### src/rtl/usrt_pkg.sv
// Shared types and constants for the synchronous serial transmit controller.
package usrt_pkg;

    typedef enum logic [2:0] {
        ST_IDLE,
        ST_START,
        ST_DATA,
        ST_PARITY,
        ST_STOP
    } state_t;

    localparam int FRAME_BITS = 11;
    localparam int MIN_BAUD   = 2;

endpackage

### src/rtl/usrt_baud_gen.sv
// Bit-period down-counter: flags the last cycle of each bit and produces the
// registered serial-clock phase (low for the first half of a bit).
module usrt_baud_gen #(
    parameter int BAUD_W = 14
) (
    input  logic              i_Pclk,
    input  logic              i_Reset_n,
    input  logic [BAUD_W-1:0] period,
    input  logic              restart,
    input  logic              run,
    input  logic              run_next,
    output logic              bit_end,
    output logic              sclk
);

    logic [BAUD_W-1:0] cnt_q, cnt_d;
    logic              sclk_q, sclk_d;

    always_comb begin
        cnt_d = '0;
        if (run_next) begin
            if (restart || cnt_q == '0)
                cnt_d = period - 1'b1;
            else
                cnt_d = cnt_q - 1'b1;
        end
    end

    // High once fewer than ceil(P/2) cycles remain in the bit.
    assign sclk_d  = ~run_next | (cnt_d < (period - (period >> 1)));
    assign bit_end = run & (cnt_q == '0);
    assign sclk    = sclk_q;

    always_ff @(posedge i_Pclk or negedge i_Reset_n) begin
        if (!i_Reset_n) begin
            cnt_q  <= '0;
            sclk_q <= 1'b1;
        end else begin
            cnt_q  <= cnt_d;
            sclk_q <= sclk_d;
        end
    end

endmodule

### src/rtl/usrt_tx_ctrl.sv
// Synchronous serial transmitter: start, DATA_W data bits LSB-first, parity, stop.
//   state  | meaning
//   IDLE   | line high, accepting a byte when no config write is in progress
//   START  | start bit (0)
//   DATA   | data bits, LSB first
//   PARITY | parity bit latched at accept
//   STOP   | stop bit (1), then back to IDLE with a done pulse
module usrt_tx_ctrl
    import usrt_pkg::*;
#(
    parameter int BAUD_W = 14,
    parameter int DATA_W = 8
) (
    input  logic              i_Pclk,
    input  logic              i_Reset_n,
    input  logic [BAUD_W-1:0] i_Baud,
    input  logic              i_Parity,
    input  logic              i_Cfg_Ready,
    input  logic [DATA_W-1:0] i_Data,
    input  logic              i_Valid,
    output logic              o_Ready,
    output logic              o_Tx,
    output logic              o_Sclk,
    output logic              o_Busy,
    output logic              o_Done
);

    localparam int IDX_W = (DATA_W > 1) ? $clog2(DATA_W) : 1;

    state_t            state_q, state_d;
    logic              alive_q;
    logic              tx_q, tx_d;
    logic              done_q, done_d;
    logic [DATA_W-1:0] shreg_q, shreg_d;
    logic              par_q;
    logic [IDX_W-1:0]  idx_q;
    logic [BAUD_W-1:0] period_q, period_sel, p_eff;
    logic              xfer, bit_end;

    assign p_eff      = (i_Baud < BAUD_W'(MIN_BAUD)) ? BAUD_W'(MIN_BAUD) : i_Baud;
    assign o_Ready    = alive_q & (state_q == ST_IDLE) & ~i_Cfg_Ready;
    assign xfer       = i_Valid & o_Ready;
    assign period_sel = xfer ? p_eff : period_q;
    assign o_Busy     = (state_q != ST_IDLE);
    assign o_Tx       = tx_q;
    assign o_Done     = done_q;

    usrt_baud_gen #(.BAUD_W(BAUD_W)) u_baud (
        .i_Pclk    (i_Pclk),
        .i_Reset_n (i_Reset_n),
        .period    (period_sel),
        .restart   (xfer),
        .run       (o_Busy),
        .run_next  (state_d != ST_IDLE),
        .bit_end   (bit_end),
        .sclk      (o_Sclk)
    );

    always_ff @(posedge i_Pclk or negedge i_Reset_n) begin
        if (!i_Reset_n) begin
            state_q <= ST_IDLE;
            alive_q <= 1'b0;
            tx_q    <= 1'b1;
            done_q  <= 1'b0;
        end else begin
            state_q <= state_d;
            alive_q <= 1'b1;
            tx_q    <= tx_d;
            done_q  <= done_d;
        end
    end

    always_comb begin
        state_d = state_q;
        case (state_q)
            ST_IDLE:   if (xfer) state_d = ST_START;
            ST_START:  if (bit_end) state_d = ST_DATA;
            ST_DATA:   if (bit_end && idx_q == IDX_W'(DATA_W - 1)) state_d = ST_PARITY;
            ST_PARITY: if (bit_end) state_d = ST_STOP;
            ST_STOP:   if (bit_end) state_d = ST_IDLE;
            default:   state_d = ST_IDLE;
        endcase
    end

    always_comb begin
        tx_d   = 1'b1;
        done_d = (state_q == ST_STOP) & bit_end;
        case (state_d)
            ST_START:  tx_d = 1'b0;
            ST_DATA:   tx_d = shreg_d[0];
            ST_PARITY: tx_d = par_q;
            default:   tx_d = 1'b1;
        endcase
    end

    always_comb begin
        shreg_d = shreg_q;
        if (xfer)
            shreg_d = i_Data;
        else if (state_q == ST_DATA && bit_end)
            shreg_d = shreg_q >> 1;
    end

    // Byte, parity and period are frozen at accept for the whole frame.
    always_ff @(posedge i_Pclk or negedge i_Reset_n) begin
        if (!i_Reset_n) begin
            shreg_q  <= '0;
            par_q    <= 1'b0;
            idx_q    <= '0;
            period_q <= BAUD_W'(MIN_BAUD);
        end else if (xfer) begin
            shreg_q  <= shreg_d;
            par_q    <= (^i_Data) ^ i_Parity;
            idx_q    <= '0;
            period_q <= p_eff;
        end else if (state_q == ST_DATA && bit_end) begin
            shreg_q  <= shreg_d;
            idx_q    <= idx_q + 1'b1;
        end
    end

endmodule

### config.mk
export PLATFORM = sky130hd
export DESIGN_NAME = usrt_tx_ctrl
export DESIGN_NICKNAME = d
export VERILOG_FILES = /design/src/rtl/usrt_pkg.sv /design/src/rtl/usrt_baud_gen.sv /design/src/rtl/usrt_tx_ctrl.sv
export SDC_FILE = /design/constraint.sdc
export NUM_CORES = 1
export LEC_CHECK = 0
export ABC_AREA = 1
export CAP_MARGIN = 5
export CORE_ASPECT_RATIO = 1.5
export CORE_UTILIZATION = 58
export CTS_CLUSTER_DIAMETER = 40
export DETAILED_ROUTE_END_ITERATION = 10
export PLACE_DENSITY = 0.84
export SETUP_SLACK_MARGIN = 0.3
export SYNTH_ARGS = -nofsm -noshare
export SYNTH_HDL_FRONTEND = slang
export SYNTH_SLANG_ARGS = --single-unit
export TNS_END_PERCENT = 1
### constraint.sdc
create_clock -name i_Pclk -period 4.8 [get_ports i_Pclk]
set_input_delay 0.48 -clock i_Pclk [delete_from_list [all_inputs] [get_ports i_Pclk]]
set_output_delay 0.48 -clock i_Pclk [all_outputs]
set_load 0.02 [all_outputs]
==> impl_metrics.ini, run 1 <==
[outcome]
status = finished clean

[clock_tree]
clk_latency_ns = 0.30
cts_resized = 0
cts_tree = yes
root_buffer = clkbuf_8
cts_max_path_buffers = 2
numCtsBuffers = 5
ctsHoldBuffers = 0
clock_sinks = 47
post_cts_buffers = 0
path_clk_slew_ns = 0.09
htreeDepth = 2

[sta]
slew_headroom_pct = 31.0
period_share_pct = 83.8
finalCriticalPeriod_ns = 4.02
fmax_ghz = 0.249
tightest_slew_ns = 1.04
setup_viol = 0
grt_setup_unrepaired = false
whs_ns = 0.354
hold_violations = 0
maxSlewViolCount = 0
skew_ns = 0.00666
setup_tns_ns = 0

[route]
ant_nets = 0
route.detailed.drc = 0
routed_wl_um = 7720
wl_per_cell_um = 13.9
drt-initial-drc-count = 120
viasPerCell = 5.41
vias = 3011
dr.pass1.iters = 4

[final_layout]
num_antenna_cells = 0
drive_above_1_share_pct = 11.8
area_growth_pct = 12.9
nets = 541

[setup_path]
arrival_ns = 4.25
crit_required_ns = 5.03
crit_chain = clkdlybuf4s50_1, inv_1, nand2_1, nor2_4, nand2_4, inv_6, nand2_1, o22ai_2, inv_1, ha_1, a21oi_1, o21ai_0, a21oi_1, o21ai_0, a31oi_1, xor2_1, ha_1, nand2_1, nor2_1, a211oi_1, o221a_2, nand2_1, nand2_1
crit_family = compound AO/OA/AOI/OAI gates
critPathLaunchType = primary input
cpPeakStageDelay_ns = 0.39
crit_buf_inv = 4
crit_slowest_cell = clkdlybuf4s50_1
cp_common_cell = nand2_1
path_class = primary input to flip-flop
crit_path_max_fanout = 16
endpoint_kind = flip-flop

[global_routing]
grt_usage_pct = 26.5
overflow = 0
grt_max_degree = 48
grt_first_pass_wirelength_um = 13100
grt_pass1_vias = 3103
antenna_found_initial = 0

[pwr]
p_comb_share_pct = 6.8
intPower_mw = 0.553
peakVddDrop_v = 0.000125
pwr-share-clk_pct = 37.1
p_sw_mw = 0.153
total_power_mw = 0.706
switching_share_pct = 21.6
power_frac_seq_pct = 56.2
p_per_area_nw_per_um2 = 179
leakage_nw = 1.97

[floorplanning]
initial_core_util_pct = 60.3
die_x_um = 65.3
die_h_um = 96.9
core-area_um2 = 5790
dieArea_um2 = 6330
io_pins = 32
rows = 34

[synth]
netlist_instances = 452
ys_seq_area_share_pct = 33.8
synthArstFlopShare_pct = 100
ys_types = 43
syn_area_um2 = 3490
synthFlopType = dfrtp_1
syn-num-nets = 509
synth_edf_count = 0
yosys_register_bits = 47
yosysWarnings = 0
syn_avg_cell_area_um2 = 7.71

[place]
portBuffers = 31
hpwl_um = 6160
gp_congestion = 0.889

[run]
max_cap_viol_count = 0

[worst_hold_path]
hp-class = primary input to async pin
## cell usage after synthesis, types with 3 or more instances
cell type / instances / share of area, %
dfstp_2: 3 / 2.3
nand2_1: 97 / 10
nor2_1: 43 / 4.6
or2_2: 5 / 0.90
nand2_2: 4 / 0.72
buf_2: 3 / 0.43
nand3_1: 18 / 2.6
nor3_1: 6 / 0.86
nand4_1: 3 / 0.54
o21ai_1: 8 / 1.1
dfrtp_1: 44 / 32
or2_1: 3 / 0.54
inv_2: 4 / 0.43
nor2_2: 5 / 0.90
o21ai_2: 13 / 3.3
nor3b_1: 3 / 0.65
ha_1: 29 / 10
xnor2_1: 8 / 2.0
nor2_4: 3 / 0.97
a21oi_1: 23 / 3.3
o21ai_0: 20 / 2.9
xor2_1: 14 / 3.5
inv_1: 63 / 6.8
o211ai_1: 3 / 0.65
## registers in the layout (all words and copies together) (netlist names)
signal / cells
period_q: 14
u_baud.cnt_q: 14
shreg_q: 8
idx_q: 3
state_q: 3
alive_q: 1
o_Done: 1
o_Tx: 1
par_q: 1
u_baud.sclk: 1
## per-layer routing
metal / up-vias / part of all wire (%) / wire length [µm] / GRT usage, %
li1: 1524 / - / - / -
met1: 1404 / 41 / 3150 / 29.5
met2: 66 / 54 / 4160 / 49.2
met3: 17 / 2.5 / 190 / 2.95
met4: 0 / 2.8 / 214 / 10.7
met5: - / 0 / 0 / 0
## per-stage QoR
stage,std cells,area [µm²],setup WS (ns),utilization [%]
after global placement,549,3840,0.712,66.3
after CTS,557,3940,0.832,68.0
final,557,3940,0.779,68.0
after global routing,557,3940,0.488,68.0
after detailed placement,549,3840,0.549,66.3
after floorplan,452,3490,1.20,-
## power by group through the flow
stage	logic (mW)	clock network (mW)	registers, mW
2_1_floorplan	0.0134	0	0.404
3_5_place_dp	0.0486	0	0.404
4_1_cts	0.0490	0.265	0.396
6_report	0.0477	0.262	0.396
5_1_grt	0.0526	0.275	0.396
3_3_place_gp	0.0483	0	0.404
## layout make-up
type / count / area [µm²]
clock buffer: 8 / 100
fill: 483 / 1850
inverter: 69 / 267
multi-input combinational: 329 / 1990
sequential: 47 / 1180
tap: 72 / 90.1
timing repair buffer: 32 / 313
## path summary, 6_finish.rpt
kind,start,endpoint,slack (ns),depth (start not counted)
worst max register to register,state_q[2],u_baud.sclk,0.90,22
worst min-delay path,i_Reset_n,o_Done,0.35,1
max in group asynchronous,i_Reset_n,shreg_q[5],3.80,1
min in group i_Pclk,shreg_q[1],shreg_q[1],0.49,2
worst max-delay path,i_Cfg_Ready,u_baud.sclk,0.78,23
worst min register to register,shreg_q[1],shreg_q[1],0.49,2
## cells in the final DEF (no fill, tap or decap), types with 5 or more instances in the layout
cell type	netlist	final
inv_1	63	63
o21ai_2	13	13
clkbuf_8	0	7
nor3_1	6	6
nor2_1	43	43
a21oi_1	23	23
xnor2_1	8	8
or2_2	5	5
clkdlybuf4s50_1	0	30
o21ai_1	8	8
nand2_1	97	97
xor2_1	14	14
dfrtp_1	44	44
nor2_2	5	5
ha_1	29	29
o21ai_0	20	20
nand3_1	18	18
## logic make-up after synthesis
family,Yosys count,share of synthesized area (%)
DFF,47,33.8
AOI/OAI and AO/OA,79,14.1
other,1,0.108
adders and majority gates,30,11.0
and+or+nand+nor,197,26.2
buffers and inverters,76,9.15
xor gates and xnor gates,22,5.53
No activity file was read; power rests on OpenSTA's default activity.
==> run 2, diff against run 1 <==
--- a/config.mk
+++ b/config.mk
@@ -8,10 +8,10 @@
 export ABC_AREA = 1
 export CAP_MARGIN = 5
 export CORE_ASPECT_RATIO = 1.5
-export CORE_UTILIZATION = 58
+export CORE_UTILIZATION = 53
 export CTS_CLUSTER_DIAMETER = 40
 export DETAILED_ROUTE_END_ITERATION = 10
-export PLACE_DENSITY = 0.84
+export PLACE_DENSITY = 0.81
 export SETUP_SLACK_MARGIN = 0.3
 export SYNTH_ARGS = -nofsm -noshare
 export SYNTH_HDL_FRONTEND = slang
==> constraint.sdc (replaced) <==
create_clock -name i_Pclk -period 3.4 [get_ports i_Pclk]
set_input_delay 0.34 -clock i_Pclk [delete_from_list [all_inputs] [get_ports i_Pclk]]
set_output_delay 0.34 -clock i_Pclk [all_outputs]
set_load 0.02 [all_outputs]
==> run 2 against run 1 <==
The flow now finishes with violations (negative setup slack); global-route usage increased by 10 points; register-to-register slack got worse by 1.2 ns; non-clock buffer count rose by 96; clock power rose by 94%; cell count is 18% higher; die area grew 9.2%; core utilization grew 12 points.
==> impl_metrics.ini, run 2 (synthesis results as in run 1) <==
[setup_path]
crit_chain = inv_2, nand3_4, nor2_4, nand2_4, inv_8, buf_8, nand2_1, nand2_1, inv_1, ha_4, nand2_2, nor3_4, a21oi_4, o21ai_2, a21oi_2, nor2_1, nor2_1, xor2_1, ha_1, nand4_1, nor3_2, nand2_1, nand2_1, nand2_1
cpPeakStageDelay_ns = 0.42
crit_buf_inv = 4
crit_path_max_fanout = 11
path_class = flip-flop to flip-flop
cp-endpoint = u_baud.sclk
endpoint_kind = flip-flop
worstRegToRegCells = 24
arrival_ns = 4.00
crit_slowest_cell = dfrtp_1
crit_family = simple AND/OR/NAND/NOR gates
crit_required_ns = 3.65
worst-path-stages = 24
rr_startpoint = state_q[0]
cp_common_cell = nand2_1
worstSetupStartpoint = state_q[0]
critPathLaunchType = flip-flop
r2r_end = u_baud.sclk
rrSetupSlack_ns = -0.35

[sta]
setup_tns_ns = -0.346
setup_viol = 1
maxSlewViolCount = 0
fmax_ghz = 0.267
skew_ns = 0.0123
setup_slack_ns = -0.346
hold_violations = 0
tightest_slew_ns = 1.07
slew_headroom_pct = 28.8
period_share_pct = 110
finalCriticalPeriod_ns = 3.75
grt_setup_unrepaired = true

[floorplanning]
die_h_um = 101
die_x_um = 68.2
rows = 35
dieArea_um2 = 6910
core-area_um2 = 6260
io_pins = 32
initial_core_util_pct = 55.7

[route]
wl_per_cell_um = 20.7
vias = 4017
route.met3.wl_um = 1240
viasPerCell = 6.12
dr.pass1.iters = 6
route.detailed.drc = 0
routed_wl_um = 13600
dr_wl_met2_um = 6700
top_layer = met4
drt-initial-drc-count = 533
ant_nets = 0
met1Wirelength_um = 4490

[outcome]
violations = negative setup slack
status = finished, violations left

[clock_tree]
path_clk_slew_ns = 0.10
htreeDepth = 2
cts_max_path_buffers = 2
cts_tree = yes
numCtsBuffers = 5
clk_latency_ns = 0.32
root_buffer = clkbuf_8
clock_sinks = 47
ctsHoldBuffers = 0

[pwr]
total_power_mw = 1.16
peakVddDrop_v = 0.000210
leakage_nw = 2.51
p_per_area_nw_per_um2 = 232

[final_layout]
num_antenna_cells = 0
fin_area_um2 = 5000
final_cell_mix = buf_4, nand2_1, inv_1
nets = 638
final_util_pct = 79.8
drive_above_1_share_pct = 35.4
area_growth_pct = 43.3
final_common_cell = buf_4
reg_top3 = period_q x14, u_baud.cnt_q x14, shreg_q x8

[place]
place_ws_ns = -0.415
portBuffers = 31
placed_area_um2 = 4500
gp_congestion = 0.883
hpwl_um = 7190

[run]
max_cap_viol_count = 0

[global_routing]
grt_pass1_vias = 4037
grt_max_degree = 48
antenna_found_initial = 0
overflow = 0
grt_first_pass_wirelength_um = 18800
grt_usage_pct = 36.9

[worst_hold_path]
hp-class = primary input to async pin
==> run 2: cell count changes in the layout (fill, tap and decap cells not counted), moves of 6 or more <==
| cell | delta |
|---|---|
| nand2_2 | +9 |
| nand2_1 | -9 |
| a21oi_2 | +10 |
| inv_1 | -7 |
| clkdlybuf4s50_1 | -8 |
| o21ai_0 | -10 |
| inv_2 | +6 |
| dlygate4sd2_1 | +8 |
| ha_1 | -6 |
| buf_4 | +91 |
| a21oi_1 | -11 |
==> run 2: what timing repair did <==
| item | 4_1_cts | 5_1_grt |
|---|---|---|
| endpoints found under the setup margin | 1 | 1 |
| gates resized for setup | 50 | 20 |
| buffers inserted | 11 | 5 |
| pin swaps | 27 | 18 |
| cloned | 1 | 0 |
==> run 2: worst min-delay path by stage <==
stage	to	slack, ns	cells after the start
after CTS	alive_q	0.25	1
after global placement	par_q	0.46	2
after floorplan	alive_q	0.04	0
after detailed placement	par_q	0.48	2
after global routing	period_q[7]	0.28	1
final	period_q[3]	0.20	1
==> run 2: where the power goes <==
group / total, mW / internal [mW] / switching (mW)
logic: 0.0897 / 0.0413 / 0.0484
clock network: 0.508 / 0.294 / 0.214
registers: 0.560 / 0.559 / 0.000409
==> run 2: worst register-to-register path: cells and delay by family, from the launching register on <==
family          cells  cell delay [ns]
simple gates       14             1.69
fa+ha+maj           2             0.60
buf+inv             4             0.46
flops               1             0.42
compound gates      3             0.36
xor+xnor            1             0.15
==> run 2: stage by stage <==
step | hold slack, ns | std cells
floorplan | 0.0444 | 452
global placement | 0.464 | 631
detailed placement | 0.475 | 631
CTS | 0.248 | 651
global route | 0.277 | 656
finish | 0.203 | 656
==> run 2: layout make-up <==
type,count,area [µm²]
tap,74,92.6
clock inverter,2,60.1
sequential,47,1180
timing repair buffer,128,1050
fill,315,1270
clock buffer,6,72.6
inverter,69,272
multi-input combinational,330,2260
==> run 2: routing by layer <==
layer | GRT usage [%] | vias up
met5 | 0 | -
met4 | 25.6 | 0
met3 | 10.6 | 113
met2 | 65.3 | 284
met1 | 35.0 | 1902
li1 | - | 1718
==> run 3, diff against run 2 <==
--- a/config.mk
+++ b/config.mk
@@ -8,10 +8,12 @@
 export ABC_AREA = 1
 export CAP_MARGIN = 5
 export CORE_ASPECT_RATIO = 1.5
+export CORE_MARGIN = 1
 export CORE_UTILIZATION = 53
 export CTS_CLUSTER_DIAMETER = 40
+export CTS_CLUSTER_SIZE = 40
 export DETAILED_ROUTE_END_ITERATION = 10
-export PLACE_DENSITY = 0.81
+export PLACE_DENSITY = 0.73
 export SETUP_SLACK_MARGIN = 0.3
 export SYNTH_ARGS = -nofsm -noshare
 export SYNTH_HDL_FRONTEND = slang
==> run 3 against run 2 <==
Routed wire length fell by 21%; die area unchanged; combinational power is 16% lower; via count is 9.5% lower; global-route usage down 7.5 points; clock-buffer cell count up 2; largest power group unchanged; the flow still finishes with violations (negative setup slack).
==> impl_metrics.ini, run 3 (synthesis results as in run 1) <==
[outcome]
status = finished, violations left
violations = negative setup slack

[route]
drt-initial-drc-count = 223
wl_per_cell_um = 16.1
dr.pass1.iters = 4
vias = 3635
routed_wl_um = 10700
ant_nets = 0
viasPerCell = 5.47
route.detailed.drc = 0

[sta]
finalCriticalPeriod_ns = 3.53
maxSlewViolCount = 0
setup_slack_ns = -0.135
period_share_pct = 104
slew_headroom_pct = 29.7
setup_viol = 1
tightest_slew_ns = 1.05
hold_violations = 0
fmax_ghz = 0.283
skew_ns = 0.0107
grt_setup_unrepaired = true

[floorplanning]
initial_core_util_pct = 55.7
rows = 35
die_x_um = 68.2
core-area_um2 = 6260
dieArea_um2 = 6910
die_h_um = 101
io_pins = 32

[setup_path]
path_class = flip-flop to flip-flop
crit_slowest_cell = dfrtp_1
cpPeakStageDelay_ns = 0.41
endpoint_kind = flip-flop
crit_chain = inv_2, nand3_4, nor2_4, nand2_8, buf_8, nand2_4, nand2_4, inv_2, ha_4, inv_4, fa_2, nand3_2, nand2_2, a21oi_4, o21ai_4, buf_4, buf_4, xnor2_1, ha_1, nand4_1, o221a_2, nand2_1, nand2_1
critPathLaunchType = flip-flop
crit_required_ns = 3.64
arrival_ns = 3.78
crit_path_max_fanout = 7

[global_routing]
grt_pass1_vias = 3544
overflow = 0
grt_max_degree = 48
antenna_found_initial = 0
grt_first_pass_wirelength_um = 15200
grt_usage_pct = 29.4

[clock_tree]
ctsHoldBuffers = 0
clk_latency_ns = 0.31
path_clk_slew_ns = 0.10
root_buffer = clkbuf_8
htreeDepth = 2
cts_max_path_buffers = 2
numCtsBuffers = 5
clock_sinks = 47
cts_tree = yes

[final_layout]
nets = 647
final_common_cell = buf_4
final_cell_mix = buf_4, nand2_1, inv_1
reg_top3 = period_q x14, u_baud.cnt_q x14, shreg_q x8
regArea_um2 = 1180
final_util_pct = 81.3
fillers = 380
drive_above_1_share_pct = 37.2
num_antenna_cells = 0
multi_input_area_um2 = 2300
area_growth_pct = 46.1

[pwr]
leakage_nw = 2.55
p_per_area_nw_per_um2 = 200
total_power_mw = 1.02
peakVddDrop_v = 0.000153

[place]
hpwl_um = 6700
gp_congestion = 0.867
portBuffers = 31

[run]
max_cap_viol_count = 0

[worst_hold_path]
hp-class = primary input to async pin
==> run 3: cell count changes in the layout (fill, tap and decap cells not counted), moves of 4 or more <==
| cell | before | now |
|---|---|---|
| o21ai_1 | 13 | 6 |
| a21oi_1 | 12 | 17 |
| nor2_2 | 6 | 10 |
| a21oi_2 | 10 | 5 |
| buf_4 | 92 | 101 |
==> run 3: path summary, 6_finish.rpt <==
check                      startpoint  cells after the start            to  slack [ns]
max                        state_q[0]                     23   u_baud.sclk       -0.13
min                         i_Reset_n                      1   period_q[0]        0.22
max reg2reg                state_q[0]                     23   u_baud.sclk       -0.13
min reg2reg                shreg_q[1]                      2    shreg_q[1]        0.51
max in group asynchronous   i_Reset_n                      1  period_q[10]        2.53
min in group i_Pclk        shreg_q[1]                      2    shreg_q[1]        0.51
==> run 3: timing repair <==
item	4_1_cts	5_1_grt
pin swaps	41	36
gates cloned	0	0
resized for setup	50	33
setup endpoints to repair	1	1
setup buffers	18	9
==> run 3: critical path: cells and delay by family (launching register included) <==
family | cells | cell delay [ns]
simple gates | 10 | 0.93
flops | 1 | 0.41
xor+xnor | 1 | 0.14
compound gates | 3 | 0.54
buf+inv | 6 | 0.63
fa+ha+maj | 3 | 0.81
==> run 3: per-stage QoR <==
step                hold WS [ns]  setup slack [ns]  instances  setup TNS (ns)  area (µm²)
global placement           0.471            -0.275        630          -0.275        4500
finish                     0.223            -0.135        665          -0.135        5090
global route               0.314            -0.332        665          -0.332        5090
floorplan                 0.0444          -0.00164        452        -0.00164        3550
detailed placement         0.483            -0.404        630          -0.404        4500
CTS                        0.263            0.0538        656               0        4870
==> run 3: per-layer routing <==
| metal | part of all wire (%) | GRT usage, % | up-vias |
|---|---|---|---|
| li1 | - | - | 1727 |
| met1 | 38 | 31.0 | 1764 |
| met2 | 55 | 55.4 | 102 |
| met3 | 3.7 | 3.72 | 42 |
| met4 | 4.2 | 13.5 | 0 |
| met5 | 0 | 0 | - |
==> run 3: power by group <==
group          total (mW)  internal [mW]  switching [mW]  leakage, nW
combinational      0.0753         0.0399          0.0354         1.95
sequential          0.560          0.559        0.000402        0.551
clock               0.382          0.186           0.195       0.0515
total                1.02          0.785           0.231         2.55
==> run 3: final cells by class <==
class / count / area share, %
clock buffer: 8 / 1.97
inverter: 69 / 5.53
multi-input combinational: 329 / 45.2
sequential: 47 / 23.2
tap: 74 / 1.82
timing repair buffer: 138 / 22.3
